<file path="src/rtl/display_pkg.sv">
// Shared constants for the seven-segment display path: digit count, special
// display codes, and the active-low segment pattern for every glyph.
// Segment bit order everywhere is {g,f,e,d,c,b,a}, where 0 lights a segment.
package display_pkg;

    localparam int NUM_DIGITS = 8;

    // Display codes with a fixed meaning beyond the hex range
    localparam logic [5:0] CODE_H     = 6'h10;
    localparam logic [5:0] CODE_L     = 6'h11;
    localparam logic [5:0] CODE_P     = 6'h12;
    localparam logic [5:0] CODE_U     = 6'h13;
    localparam logic [5:0] CODE_R     = 6'h14;
    localparam logic [5:0] CODE_N     = 6'h15;
    localparam logic [5:0] CODE_O     = 6'h16;
    localparam logic [5:0] CODE_DASH  = 6'h23;
    localparam logic [5:0] CODE_BLANK = 6'h3F;

    // Hex digits
    localparam logic [6:0] SEG_0 = 7'b1000000;
    localparam logic [6:0] SEG_1 = 7'b1111001;
    localparam logic [6:0] SEG_2 = 7'b0100100;
    localparam logic [6:0] SEG_3 = 7'b0110000;
    localparam logic [6:0] SEG_4 = 7'b0011001;
    localparam logic [6:0] SEG_5 = 7'b0010010;
    localparam logic [6:0] SEG_6 = 7'b0000010;
    localparam logic [6:0] SEG_7 = 7'b1111000;
    localparam logic [6:0] SEG_8 = 7'b0000000;
    localparam logic [6:0] SEG_9 = 7'b0010000;
    localparam logic [6:0] SEG_A = 7'b0001000;
    localparam logic [6:0] SEG_B = 7'b0000011;
    localparam logic [6:0] SEG_C = 7'b1000110;
    localparam logic [6:0] SEG_D = 7'b0100001;
    localparam logic [6:0] SEG_E = 7'b0000110;
    localparam logic [6:0] SEG_F = 7'b0001110;

    // Letter glyphs
    localparam logic [6:0] SEG_H = 7'b0001001;
    localparam logic [6:0] SEG_L = 7'b1000111;
    localparam logic [6:0] SEG_P = 7'b0001100;
    localparam logic [6:0] SEG_U = 7'b1000001;
    localparam logic [6:0] SEG_R = 7'b0101111;
    localparam logic [6:0] SEG_N = 7'b0101011;
    localparam logic [6:0] SEG_O = 7'b0100011;

    // Punctuation / blank
    localparam logic [6:0] SEG_DASH  = 7'b0111111;
    localparam logic [6:0] SEG_BLANK = 7'b1111111;

    // Active-low one-hot anode pattern selecting a single digit
    function automatic logic [NUM_DIGITS-1:0] anode_select_n(input logic [2:0] idx);
        return ~(NUM_DIGITS'(1) << idx);
    endfunction

endpackage

</file>
<file path="src/rtl/glyph_decoder.sv">
// Purely combinational map from a 6-bit display code to active-low segments.
// Anything not explicitly listed renders as blank.
module glyph_decoder
    import display_pkg::*;
(
    input  logic [5:0] i_code,
    output logic [6:0] o_seg
);

    // Table lookup with blank as the fallback for unlisted codes
    always_comb begin
        o_seg = SEG_BLANK;
        case (i_code)
            6'h00:      o_seg = SEG_0;
            6'h01:      o_seg = SEG_1;
            6'h02:      o_seg = SEG_2;
            6'h03:      o_seg = SEG_3;
            6'h04:      o_seg = SEG_4;
            6'h05:      o_seg = SEG_5;
            6'h06:      o_seg = SEG_6;
            6'h07:      o_seg = SEG_7;
            6'h08:      o_seg = SEG_8;
            6'h09:      o_seg = SEG_9;
            6'h0A:      o_seg = SEG_A;
            6'h0B:      o_seg = SEG_B;
            6'h0C:      o_seg = SEG_C;
            6'h0D:      o_seg = SEG_D;
            6'h0E:      o_seg = SEG_E;
            6'h0F:      o_seg = SEG_F;
            CODE_H:     o_seg = SEG_H;
            CODE_L:     o_seg = SEG_L;
            CODE_P:     o_seg = SEG_P;
            CODE_U:     o_seg = SEG_U;
            CODE_R:     o_seg = SEG_R;
            CODE_N:     o_seg = SEG_N;
            CODE_O:     o_seg = SEG_O;
            CODE_DASH:  o_seg = SEG_DASH;
            default:    o_seg = SEG_BLANK;
        endcase
    end

endmodule

</file>
<file path="src/rtl/display_scanner.sv">
// Time-multiplexed eight-digit seven-segment driver. A prescaler divides the
// clock into digit slots; each slot opens with a short all-anodes-off dead
// time to suppress ghosting. The eight codes are snapshotted only at frame
// boundaries so a frame never mixes old and new values. Digits flagged in
// blink_mask are hidden during alternate blink half-periods.
module display_scanner
    import display_pkg::*;
#(
    parameter int REFRESH_DIV  = 50000,
    parameter int DEAD_CYCLES  = 16,
    parameter int BLINK_FRAMES = 64
)(
    input  logic                  clock,
    input  logic                  reset,
    input  logic [5:0]            d1,
    input  logic [5:0]            d2,
    input  logic [5:0]            d3,
    input  logic [5:0]            d4,
    input  logic [5:0]            d5,
    input  logic [5:0]            d6,
    input  logic [5:0]            d7,
    input  logic [5:0]            d8,
    input  logic [NUM_DIGITS-1:0] blink_mask,
    output logic [NUM_DIGITS-1:0] an,
    output logic [6:0]            seg
);

    localparam int PRE_W = $clog2(REFRESH_DIV);
    localparam int FRM_W = (BLINK_FRAMES > 1) ? $clog2(BLINK_FRAMES) : 1;

    localparam logic [PRE_W-1:0] PRE_LAST = PRE_W'(REFRESH_DIV - 1);
    localparam logic [PRE_W-1:0] PRE_DEAD = PRE_W'(DEAD_CYCLES);
    localparam logic [FRM_W-1:0] FRM_LAST = FRM_W'(BLINK_FRAMES - 1);

    logic [PRE_W-1:0]      r_pre;
    logic [2:0]            r_idx;
    logic [FRM_W-1:0]      r_frame;
    logic                  r_blink_phase;
    logic [5:0]            r_snap [NUM_DIGITS];
    logic [NUM_DIGITS-1:0] r_an;
    logic [6:0]            r_seg;

    logic [5:0]            w_codes [NUM_DIGITS];
    logic                  w_slot_tick;
    logic                  w_frame_tick;
    logic                  w_dead;
    logic                  w_hide;
    logic [5:0]            w_cur_code;
    logic [6:0]            w_glyph;

    // d1 feeds digit 0 (an[0]) through d8 feeding digit 7
    assign w_codes[0] = d1;
    assign w_codes[1] = d2;
    assign w_codes[2] = d3;
    assign w_codes[3] = d4;
    assign w_codes[4] = d5;
    assign w_codes[5] = d6;
    assign w_codes[6] = d7;
    assign w_codes[7] = d8;

    assign w_slot_tick  = (r_pre == PRE_LAST);
    assign w_frame_tick = w_slot_tick && (r_idx == 3'd7);
    assign w_dead       = (r_pre < PRE_DEAD);
    assign w_hide       = blink_mask[r_idx] & r_blink_phase;
    assign w_cur_code   = r_snap[r_idx];

    glyph_decoder u_glyph (
        .i_code (w_cur_code),
        .o_seg  (w_glyph)
    );

    // Prescaler and digit index: one slot every REFRESH_DIV cycles, idx wraps 7->0
    always_ff @(posedge clock or negedge reset) begin
        if (!reset) begin
            r_pre <= '0;
            r_idx <= '0;
        end else if (w_slot_tick) begin
            r_pre <= '0;
            r_idx <= r_idx + 3'd1;
        end else begin
            r_pre <= r_pre + PRE_W'(1);
        end
    end

    // Frame counter and blink phase advance only on frame boundaries
    always_ff @(posedge clock or negedge reset) begin
        if (!reset) begin
            r_frame       <= '0;
            r_blink_phase <= 1'b0;
        end else if (w_frame_tick) begin
            if (r_frame == FRM_LAST) begin
                r_frame       <= '0;
                r_blink_phase <= ~r_blink_phase;
            end else begin
                r_frame <= r_frame + FRM_W'(1);
            end
        end
    end

    // Snapshot all codes together at the frame boundary for coherent frames
    always_ff @(posedge clock or negedge reset) begin
        if (!reset) begin
            for (int i = 0; i < NUM_DIGITS; i++) begin
                r_snap[i] <= CODE_BLANK;
            end
        end else if (w_frame_tick) begin
            for (int i = 0; i < NUM_DIGITS; i++) begin
                r_snap[i] <= w_codes[i];
            end
        end
    end

    // Output register: anodes gated by dead time and blink, segments always driven
    always_ff @(posedge clock or negedge reset) begin
        if (!reset) begin
            r_an  <= '1;
            r_seg <= SEG_BLANK;
        end else begin
            r_an  <= (w_dead || w_hide) ? '1 : anode_select_n(r_idx);
            r_seg <= w_glyph;
        end
    end

    assign an  = r_an;
    assign seg = r_seg;

endmodule

</file>
<file path="config.mk">
export PLATFORM = sky130hd
export DESIGN_NAME = display_scanner
export DESIGN_NICKNAME = d
export VERILOG_FILES = /design/src/rtl/display_pkg.sv /design/src/rtl/glyph_decoder.sv /design/src/rtl/display_scanner.sv
export SDC_FILE = /design/constraint.sdc
export NUM_CORES = 1
export LEC_CHECK = 0
export ABC_AREA = 1
export CAP_MARGIN = 20
export CORE_MARGIN = 2
export CORE_UTILIZATION = 30
export CTS_BUF_LIST = sky130_fd_sc_hd__clkbuf_4 sky130_fd_sc_hd__clkbuf_8 sky130_fd_sc_hd__clkbuf_16
export CTS_CLUSTER_DIAMETER = 40
export DETAILED_ROUTE_END_ITERATION = 16
export DONT_BUFFER_PORTS = 1
export PLACE_DENSITY = 0.41
export SLEW_MARGIN = 20
export SYNTH_ARGS = -nofsm -noshare
export SYNTH_HDL_FRONTEND = slang
export SYNTH_SLANG_ARGS = --single-unit
</file>
<file path="constraint.sdc">
create_clock -name clock -period 2.4 [get_ports clock]
set_clock_uncertainty 0.15 [all_clocks]
set_input_delay 0.72 -clock clock [delete_from_list [all_inputs] [get_ports clock]]
set_output_delay 0.72 -clock clock [all_outputs]
set_load 0.02 [all_outputs]
</file>
==> impl_metrics.env, run 1 <==
export IMPL_outcome="finished, final reports clean"
export IMPL_vias_per_cell=4.570
export IMPL_dr_total_vias=3679
export IMPL_slew_violations=0
export IMPL_path_max_fanout=20
export IMPL_setup_tns_ns=0
export IMPL_setup_viol=0
export IMPL_clkLatencyLatePin_ns=0.35
export IMPL_fp_row_count=46
export IMPL_ctsHtreeMaxLevel=3
export IMPL_synth_area_mm2=0.004762
export IMPL_first_pass_iters=4
export IMPL_die_w_um=130.0
export IMPL_fin_ws_ns=0.2193
export IMPL_die_h_um=130.0
export IMPL_endpoint_kind="register"
export IMPL_cts_root_buf="clkbuf_16"
export IMPL_ys_ff_latch=89
export IMPL_die_area_mm2=0.01690
export IMPL_ys_top_cells_by_count="nand2_1 (194), dfstp_2 (63), inv_1 (61)"
export IMPL_cts_clk_slew_worst_paths_ns=0.07
export IMPL_port_buffers=0
export IMPL_finalHoldViolCount=0
export IMPL_synth_largest_area_cell="dfstp_2"
export IMPL_min_period_ns=2.181
export IMPL_path_class="register to register"
export IMPL_cts_tree="yes"
export IMPL_slew_headroom=0.6476
export IMPL_max_vdd_ir_drop_v=0.0003179
export IMPL_hp_class="input pin to async pin"
export IMPL_drtIter0Drc=174
export IMPL_fmax_ghz=0.4586
export IMPL_drive_gt1_frac=0.2449
export IMPL_cp_slowest_cell="dfrtp_1"
export IMPL_postRouteWirelength_mm=11.68
export IMPL_fill_cells=1651
export IMPL_ys_seq_area_frac=0.4842
export IMPL_hold_slack_ns=0.04013
export IMPL_antenna_found_initial=2
export IMPL_crit_chain="ha_1 > nand3_1 > nor2_2 > nand2_4 > clkinv_2 > nand2_2 > buf_4 > nor3_1 > and2_1 > nor2_1"
export IMPL_arrival_ns=2.27
export IMPL_power_density_mw_per_mm2=572.5
export IMPL_power_leakage_uw=0.002460
export IMPL_synth_cell_types=33
export IMPL_start_util=0.3031
export IMPL_antenna_left=0
export IMPL_synth_top_family_by_area="simple AND/OR/NAND/NOR gates"
export IMPL_synthCells=575
export IMPL_max_stage_delay_ns=0.37
export IMPL_synthXorXnorAreaFrac=0.01839
export IMPL_grt_max_degree=65
export IMPL_design_core_area_mm2=0.01571
export IMPL_synthArstFlopShare=1.000
export IMPL_io_pins=73
export IMPL_clock_path_buffers=2
export IMPL_synth_compound_area_frac=0.1093
export IMPL_crit_path_start_kind="register"
export IMPL_synth_edff_count=0
export IMPL_grt_pass1_wl_mm=19.29
export IMPL_timing_max_cap_violations=0
export IMPL_syn_nets=648
export IMPL_crit_required_ns=2.49
export IMPL_synth_area_mux_share=0
export IMPL_nets=656
export IMPL_synthSimpleGateAreaFrac=0.2612
export IMPL_synth_top_cell_area_share=0.3476
export IMPL_drc=0
export IMPL_place_ws_ns=0.1837
export IMPL_grt_use_total=0.1483
export IMPL_grt_ovfl_total=0
export IMPL_syn_to_final_growth_pct=13.16
export IMPL_synthAdderAreaFrac=0.03941
export IMPL_yosys_warnings=0
export IMPL_cts_made_buffers=9
export IMPL_cts_sinks=89
export IMPL_grt_pass1_vias=3711
export IMPL_synth_area_top_cells="dfstp_2 (35%), nand2_1 (15%), dfrtp_1 (14%), o21ai_2 (5.7%), inv_1 (4.8%)"
export IMPL_fin_crit_sh=0.9086
export IMPL_post_synth_top_count_cell="nand2_1"
export IMPL_ys_flop_type="dfstp_2"
export IMPL_wire_per_inst_um=14.51
export IMPL_gp_congestion=0.8111
export IMPL_post_dp_hpwl_mm=8.284
export IMPL_worst_pin_slew_ns=0.5238
export IMPL_avgSynthCellArea_um2=8.282
[repair_timing]
action / in CTS / in global routing
hold buffers: 1 / 0
hold endpoints to repair: 26 / 0
gates resized for setup: 0 / 6
setup buffers: 0 / 2
setup endpoints to repair: 0 / 9
[worst max-delay path: cells and delay by family (launching register included)]
family / cells / cell delay [ns]
fa+ha+maj: 1 / 0.22
buf+inv: 2 / 0.36
flops: 1 / 0.37
simple gates: 7 / 0.97
[area by class of cell]
type	count	area (um2)	share of cell area
Timing Repair Buffer	19	187.7	0.03483
Multi-Input combinational cell	399	2044	0.3794
Sequential cell	89	2306	0.4279
Clock buffer	10	239.0	0.04435
Clock inverter	6	88.84	0.01648
Antenna cell	1	2.502	0.0004644
Inverter	65	250.2	0.04644
Tap cell	216	270.3	0.05015
[worst paths after layout]
check / startpoint / to / slack (ns) / cells after the start
worst min-delay path: reset / r_idx[1] / 0.04 / 1
worst min register to register: r_pre[0] / r_pre[0] / 0.32 / 1
min in group clock: d5[5] / r_snap[23] / 0.30 / 2
max in group asynchronous: reset / r_pre[13] / 1.90 / 1
worst max register to register: r_pre[0] / r_frame[3] / 0.22 / 10
worst max-delay path: r_pre[0] / r_frame[3] / 0.22 / 10
[metal layers]
layer | global-route usage | wire, um
met1 | 0.2100 | 5788
met2 | 0.2174 | 5048
met3 | 0.04305 | 669
met4 | 0.04870 | 157
met5 | 0 | 13
[sequential cells by signal (all words and copies together), names as in the netlist]
signal and count:
r_idx 3, seg 7, r_snap 48, r_frame 6
r_pre 16, an 8, r_blink_phase 1
[metrics by stage]
| stage | total power (uW) | instances | area [um2] | util |
|---|---|---|---|---|
| after floorplan | 1531 | 575 | 4762 | - |
| after global placement | 1531 | 785 | 5007 | 0.3187 |
| after detailed placement | 1531 | 785 | 5007 | 0.3187 |
| after CTS | 3140 | 802 | 5355 | 0.3408 |
| after global routing | 3193 | 805 | 5389 | 0.3430 |
| final | 3085 | 805 | 5389 | 0.3430 |
[logic make-up (layout without fill, tap and decap cells)]
family	Yosys count	in the layout
AND/OR/NAND/NOR	298	298
flip-flops	89	89
buffers and inverters	87	100
AO/OA/AOI/OAI	76	76
adder cells (fa/ha/maj)	15	15
XOR/XNOR	10	10
other	0	1
[where the power goes]
| group | leakage, uW | total (uW) | switching, uW | internal [uW] |
|---|---|---|---|---|
| clock network | 0.000160 | 1570 | 622 | 944 |
| registers | 0.00101 | 1510 | 0 | 1510 |
| logic | 0.00129 | 13.7 | 9.55 | 4.17 |
| total | 0.00246 | 3090 | 632 | 2450 |
[placed cells by master (no fill, tap or decap)]
cell type   count
a21oi_1         9
a31oi_1         1
and2_1          1
buf_12          3
buf_4          15
buf_8           1
bufinv_16       2
clkbuf_16       9
clkbuf_8        1
clkinv_2        2
clkinv_4        1
clkinvlp_4      2
dfrtp_1        26
dfstp_2        63
diode_2         1
ha_1           15
inv_1          59
inv_2           3
inv_4           2
nand2_1       194
nand2_2         4
nand2_4         1
nand3_1        44
nand4_1         7
nor2_1         31
nor2_2          3
nor2_4          1
nor3_1          8
nor3b_1         2
nor4_1          2
o211ai_1        5
o21ai_0        23
o21ai_1         2
o21ai_2        31
o221ai_1        1
o22ai_1         3
o31ai_1         1
xnor2_1         5
xor2_1          5
Power figures use the tool's default switching activity.
==> run 2, diff against run 1 <==
--- a/config.mk
+++ b/config.mk
@@ -14,6 +14,7 @@
 export DETAILED_ROUTE_END_ITERATION = 16
 export DONT_BUFFER_PORTS = 1
 export PLACE_DENSITY = 0.41
+export SKIP_CTS_REPAIR_TIMING = 1
 export SLEW_MARGIN = 20
 export SYNTH_ARGS = -nofsm -noshare
 export SYNTH_HDL_FRONTEND = slang
==> run 2 against run 1 <==
Compared with the run above:
- first-iteration DRC count rose by 14%
- sequential power barely moved
- register-to-register slack barely moved
- via count fell by 0.46%
- power fell by 0.19%
- largest cell class unchanged
- largest power group unchanged
==> impl_metrics.env, run 2 (synthesis results as in run 1) <==
export IMPL_start_util=0.3031
export IMPL_setup_tns_ns=0
export IMPL_power_density_mw_per_mm2=571.4
export IMPL_timing_max_cap_violations=0
export IMPL_syn_to_final_growth_pct=13.16
export IMPL_clock_path_buffers=2
export IMPL_hp_class="input pin to async pin"
export IMPL_vias_per_cell=4.549
export IMPL_dr_total_vias=3662
export IMPL_top_layer_used="met5"
export IMPL_placed_area_mm2=0.005007
export IMPL_fp_row_count=46
export IMPL_fin_crit_sh=0.9037
export IMPL_cts_clk_slew_worst_paths_ns=0.07
export IMPL_antenna_left=0
export IMPL_setup_viol=0
export IMPL_final_common_cell="nand2_1"
export IMPL_wire_per_inst_um=14.39
export IMPL_finalHoldViolCount=0
export IMPL_cts_tree="yes"
export IMPL_cts_sinks=89
export IMPL_post_dp_hpwl_mm=8.284
export IMPL_grt_pass1_vias=3714
export IMPL_wl_met3_um=720
export IMPL_largest_register="r_snap"
export IMPL_antenna_found_initial=2
export IMPL_io_pins=73
export IMPL_dr_wl_met2_mm=4.957
export IMPL_cts_root_buf="clkbuf_16"
export IMPL_cts_made_buffers=9
export IMPL_fmax_ghz=0.4611
export IMPL_port_buffers=0
export IMPL_grt_ovfl_total=0
export IMPL_die_area_mm2=0.01690
export IMPL_drive_gt1_frac=0.2449
export IMPL_grt_pass1_wl_mm=19.19
export IMPL_wl_met1_mm=5.752
export IMPL_r2r_setup_slack_ns=0.23
export IMPL_endpoint_kind="register"
export IMPL_first_pass_iters=4
export IMPL_max_vdd_ir_drop_v=0.0003158
export IMPL_fill_cells=1651
export IMPL_layout_area_seq_mm2=0.002306
export IMPL_slew_headroom=0.6574
export IMPL_die_h_um=130.0
export IMPL_worst_pin_slew_ns=0.5092
export IMPL_layout_common_cells="nand2_1 (194), dfstp_2 (63), inv_1 (59)"
export IMPL_multiInputGateArea_mm2=0.002044
export IMPL_slew_violations=0
export IMPL_ctsHtreeMaxLevel=3
export IMPL_postRouteWirelength_mm=11.59
export IMPL_die_w_um=130.0
export IMPL_arrival_ns=2.29
export IMPL_nets=656
export IMPL_power_uw=3079
export IMPL_drtIter0Drc=199
export IMPL_path_max_fanout=30
export IMPL_crit_required_ns=2.52
export IMPL_grt_use_total=0.1473
export IMPL_largest_reg_flops=48
export IMPL_clkLatencyLatePin_ns=0.35
export IMPL_crit_path_start_kind="register"
export IMPL_grt_max_degree=90
export IMPL_min_period_ns=2.169
export IMPL_gp_congestion=0.8111
export IMPL_design_core_area_mm2=0.01571
export IMPL_outcome="finished, final reports clean"
export IMPL_power_leakage_uw=0.002460
export IMPL_drc=0
export IMPL_path_class="register to register"
export IMPL_fin_area_mm2=0.005389
## run 2: cell counts in the layout (fill, tap and decap cells not counted)
No cell type changed its count.
## run 2: worst paths after layout
check | startpoint | endpoint | depth (start not counted)
setup / recovery | r_idx[0] | seg[6] | 13
hold reg to reg | r_pre[0] | r_pre[0] | 1
max in group asynchronous | reset | r_frame[1] | 1
setup reg to reg | r_idx[0] | seg[6] | 13
min in group clock | d5[5] | r_snap[23] | 2
hold / removal | reset | r_idx[1] | 1
## run 2: layer usage
layer / GRT usage / vias to the layer above
met5: 0 / -
met4: 0.04870 / 2
met3: 0.04264 / 13
met2: 0.2177 / 73
met1: 0.2072 / 1721
li1: - / 1853
## run 2: cell type report
type	instances	share of cell area
Clock inverter	6	0.01648
Sequential cell	89	0.4279
Multi-Input combinational cell	399	0.3794
Antenna cell	1	0.0004644
Tap cell	216	0.05015
Inverter	65	0.04644
Clock buffer	10	0.04435
Timing Repair Buffer	19	0.03483
## run 2: power breakdown
part / switching, uW / total [uW] / internal, uW / leakage [uW]
Combinational: 9.58 / 13.8 / 4.17 / 0.00129
Sequential: 0 / 1510 / 1510 / 0.00101
Clock: 616 / 1560 / 944 / 0.000160
Total: 626 / 3080 / 2450 / 0.00246
## run 2: stage by stage
| stage | utilization | setup WS, ns | hold slack, ns | instances |
|---|---|---|---|---|
| floorplan | - | 0.2890 | 0.2744 | 575 |
| global placement | 0.3187 | 0.1993 | 0.2822 | 785 |
| detailed placement | 0.3187 | 0.1837 | 0.2825 | 785 |
| CTS | 0.3395 | 0.1475 | -0.1030 | 801 |
| global route | 0.3430 | -0.004293 | 0.03595 | 805 |
| finish | 0.3430 | 0.2312 | 0.04170 | 805 |
## run 2: critical path: stages, from the launching register on
cell	delay (ns)
dfrtp_1	0.42
buf_8	0.24
nand2_1	0.09
nand3_1	0.08
nand2_1	0.06
o21ai_1	0.19
inv_1	0.14
ha_1	0.24
nand3_1	0.15
nand2_1	0.08
nand2_1	0.06
nand3_1	0.07
nand2_1	0.08
nand2_1	0.05
==> run 3, diff against run 2 <==
--- a/config.mk
+++ b/config.mk
@@ -5,7 +5,6 @@
 export SDC_FILE = /design/constraint.sdc
 export NUM_CORES = 1
 export LEC_CHECK = 0
-export ABC_AREA = 1
 export CAP_MARGIN = 20
 export CORE_MARGIN = 2
 export CORE_UTILIZATION = 30
@@ -14,6 +13,7 @@
 export DETAILED_ROUTE_END_ITERATION = 16
 export DONT_BUFFER_PORTS = 1
 export PLACE_DENSITY = 0.41
+export RECOVER_POWER = 25
 export SKIP_CTS_REPAIR_TIMING = 1
 export SLEW_MARGIN = 20
 export SYNTH_ARGS = -nofsm -noshare
==> run 3 against run 2 <==
Compared with the run above:
- final cell count shrank 30%
- sequential power is essentially flat
- clock power shrank 4%
- critical path type unchanged
- highest routed layer unchanged
==> impl_metrics.env, run 3 <==
export IMPL_arrival_ns=2.49
export IMPL_die_w_um=127.0
export IMPL_r2r_start="r_idx[0]"
export IMPL_drtIter0Drc=113
export IMPL_synthAdderAreaFrac=0.04136
export IMPL_layout_common_cells="dfstp_2 (63), mux2_2 (51), nand2_1 (29)"
export IMPL_antenna_left=0
export IMPL_wire_per_inst_um=18.00
export IMPL_first_pass_iters=4
export IMPL_sw_frac_of_total=0.2179
export IMPL_power_leakage_uw=0.002235
export IMPL_ctsHtreeMaxLevel=3
export IMPL_synthXorXnorAreaFrac=0.03667
export IMPL_placed_area_mm2=0.004892
export IMPL_cts_clk_slew_worst_paths_ns=0.07
export IMPL_crit_chain="mux4_2 > mux2i_4 > inv_2 > ha_4 > nand2_1 > nand4b_1 > o221a_1"
export IMPL_synth_largest_area_cell="dfstp_2"
export IMPL_postRouteWirelength_mm=10.17
export IMPL_clkLatencyLatePin_ns=0.35
export IMPL_synth_area_mux_share=0.2173
export IMPL_largest_reg_flops=48
export IMPL_antenna_found_initial=3
export IMPL_finalHoldViolCount=0
export IMPL_io_pins=73
export IMPL_grt_max_degree=90
export IMPL_clock_path_buffers=2
export IMPL_avgSynthCellArea_um2=13.12
export IMPL_dr_total_vias=2791
export IMPL_power_density_mw_per_mm2=558.4
export IMPL_fmax_ghz=0.4226
export IMPL_hold_slack_ns=0.04503
export IMPL_port_buffers=0
export IMPL_ys_ff_latch=89
export IMPL_design_core_area_mm2=0.01464
export IMPL_post_dp_hpwl_mm=7.210
export IMPL_p_seq_frac=0.500
export IMPL_internal_power_uw=2354
export IMPL_setup_tns_ns=0
export IMPL_synth_compound_area_frac=0.05652
export IMPL_drc=0
export IMPL_power_frac_comb=0.005
export IMPL_synth_edff_count=0
export IMPL_die_h_um=127.0
export IMPL_cts_made_buffers=9
export IMPL_cp_startpoint="r_idx[0]"
export IMPL_crit_required_ns=2.53
export IMPL_nets=447
export IMPL_slew_headroom=0.6902
export IMPL_ys_top_cells_by_count="dfstp_2 (63), mux2_2 (51), nand2_1 (29)"
export IMPL_path_max_fanout=6
export IMPL_synthArstFlopShare=1.000
export IMPL_synth_top_cell_area_share=0.3648
export IMPL_synth_area_mm2=0.004538
export IMPL_synthSimpleGateAreaFrac=0.1023
export IMPL_die_area_mm2=0.01613
export IMPL_final_common_cell="dfstp_2"
export IMPL_ys_seq_area_frac=0.5081
export IMPL_grt_use_total=0.1324
export IMPL_post_synth_top_count_cell="dfstp_2"
export IMPL_synth_cell_types=55
export IMPL_fin_crit_sh=0.9860
export IMPL_path_class="register to register"
export IMPL_ys_flop_type="dfstp_2"
export IMPL_vias_per_cell=4.940
export IMPL_gp_congestion=0.8071
export IMPL_power_uw=3010
export IMPL_cts_tree="yes"
export IMPL_syn_nets=419
export IMPL_synth_top_family_by_area="multiplexers"
export IMPL_clockPowerShare=0.494
export IMPL_slew_violations=0
export IMPL_largest_register="r_snap"
export IMPL_fill_cells=1424
export IMPL_hp_class="input pin to async pin"
export IMPL_grt_pass1_wl_mm=16.14
export IMPL_synth_area_top_cells="dfstp_2 (36%), dfrtp_1 (14%), mux2_2 (13%), mux4_2 (5.0%), ha_1 (4.1%)"
export IMPL_cp_slowest_cell="mux4_2"
export IMPL_min_period_ns=2.366
export IMPL_syn_to_final_growth_pct=18.78
export IMPL_grt_ovfl_total=0
export IMPL_timing_max_cap_violations=0
export IMPL_max_vdd_ir_drop_v=0.0003599
export IMPL_fp_row_count=44
export IMPL_start_util=0.3099
export IMPL_worst_pin_slew_ns=0.4611
export IMPL_grt_pass1_vias=2830
export IMPL_setup_viol=0
export IMPL_max_stage_delay_ns=0.56
export IMPL_drive_gt1_frac=0.5330
export IMPL_place_ws_ns=-0.1311
export IMPL_p_sw_uw=655.9
export IMPL_endpoint_kind="register"
export IMPL_cts_sinks=89
export IMPL_yosys_warnings=0
export IMPL_synthCells=346
export IMPL_cts_root_buf="clkbuf_16"
export IMPL_crit_path_start_kind="register"
export IMPL_fin_ws_ns=0.03362
export IMPL_outcome="finished, final reports clean"
export IMPL_rsz0062_at_grt="true"
export IMPL_fin_area_mm2=0.005390
[run 3: cell types whose count changed in the layout (fill, tap and decap cells not counted), sizes merged, moves of 10 or more]
cell | previous run | this run
inv | 64 | 10
nor2 | 35 | 21
o21ai | 56 | 4
nand2 | 199 | 30
mux2i | 0 | 14
mux4 | 0 | 10
buf | 19 | 32
mux2 | 0 | 53
nand3 | 44 | 16
[run 3: stage by stage]
stage	instances	util
floorplan	346	-
global placement	542	0.3341
detailed placement	542	0.3341
CTS	558	0.3557
global route	564	0.3679
finish	565	0.3681
[run 3: cells by family (layout without fill, tap and decap cells)]
| kind of cell | Yosys count | after routing |
|---|---|---|
| muxes | 77 | 77 |
| buffers and inverters | 22 | 55 |
| xor gates and xnor gates | 19 | 19 |
| other | 0 | 2 |
| and+or+nand+nor | 92 | 92 |
| AOI/OAI and AO/OA | 32 | 32 |
| adders and majority gates | 15 | 15 |
| DFF | 89 | 89 |
[run 3: layer usage]
layer  vias to the layer above  track usage  share of wire
li1                       1300            -              -
met4                         2      0.05301          0.020
met5                         -            0         0.0016
met2                        85       0.1765           0.41
met3                        15      0.06240          0.083
met1                      1389       0.1841           0.48
[run 3: final timing paths]
kind	to	slack [ns]	cells after the start
worst max-delay path	seg[6]	0.03	7
worst min-delay path	r_frame[0]	0.05	1
worst max register to register	seg[6]	0.03	7
worst min register to register	r_frame[4]	0.33	1
max in group asynchronous	r_pre[2]	1.89	1
min in group clock	r_frame[4]	0.33	1
[run 3: layout make-up]
cell class	count	area (um2)	area share
flip-flops and latches	89	2307	0.4280
multi-input cells	235	2183	0.4051
repair buffers	32	321.6	0.05966
clock buffers	11	275.3	0.05107
well taps	184	230.2	0.04271
clock inverters	5	41.29	0.007660
inverters	7	26.28	0.004875
diodes	2	5.005	0.0009285
[run 3: critical path, delay by kind of cell (launching register included)]
kind	cells	cell delay [ns]
muxes	2	0.85
DFF	1	0.47
adders and majority gates	1	0.21
buffers and inverters	1	0.14
and+or+nand+nor	2	0.19
AOI/OAI and AO/OA	1	0.28
[run 3: power groups by stage]
stage / logic, uW / registers, uW / clock network, uW
finish: 16.5 / 1510 / 1490
detailed placement: 4.51 / 1530 / 0
CTS: 4.51 / 1500 / 1550
global route: 19.1 / 1500 / 1610
global placement: 4.47 / 1530 / 0
floorplan: 4.10 / 1530 / 0
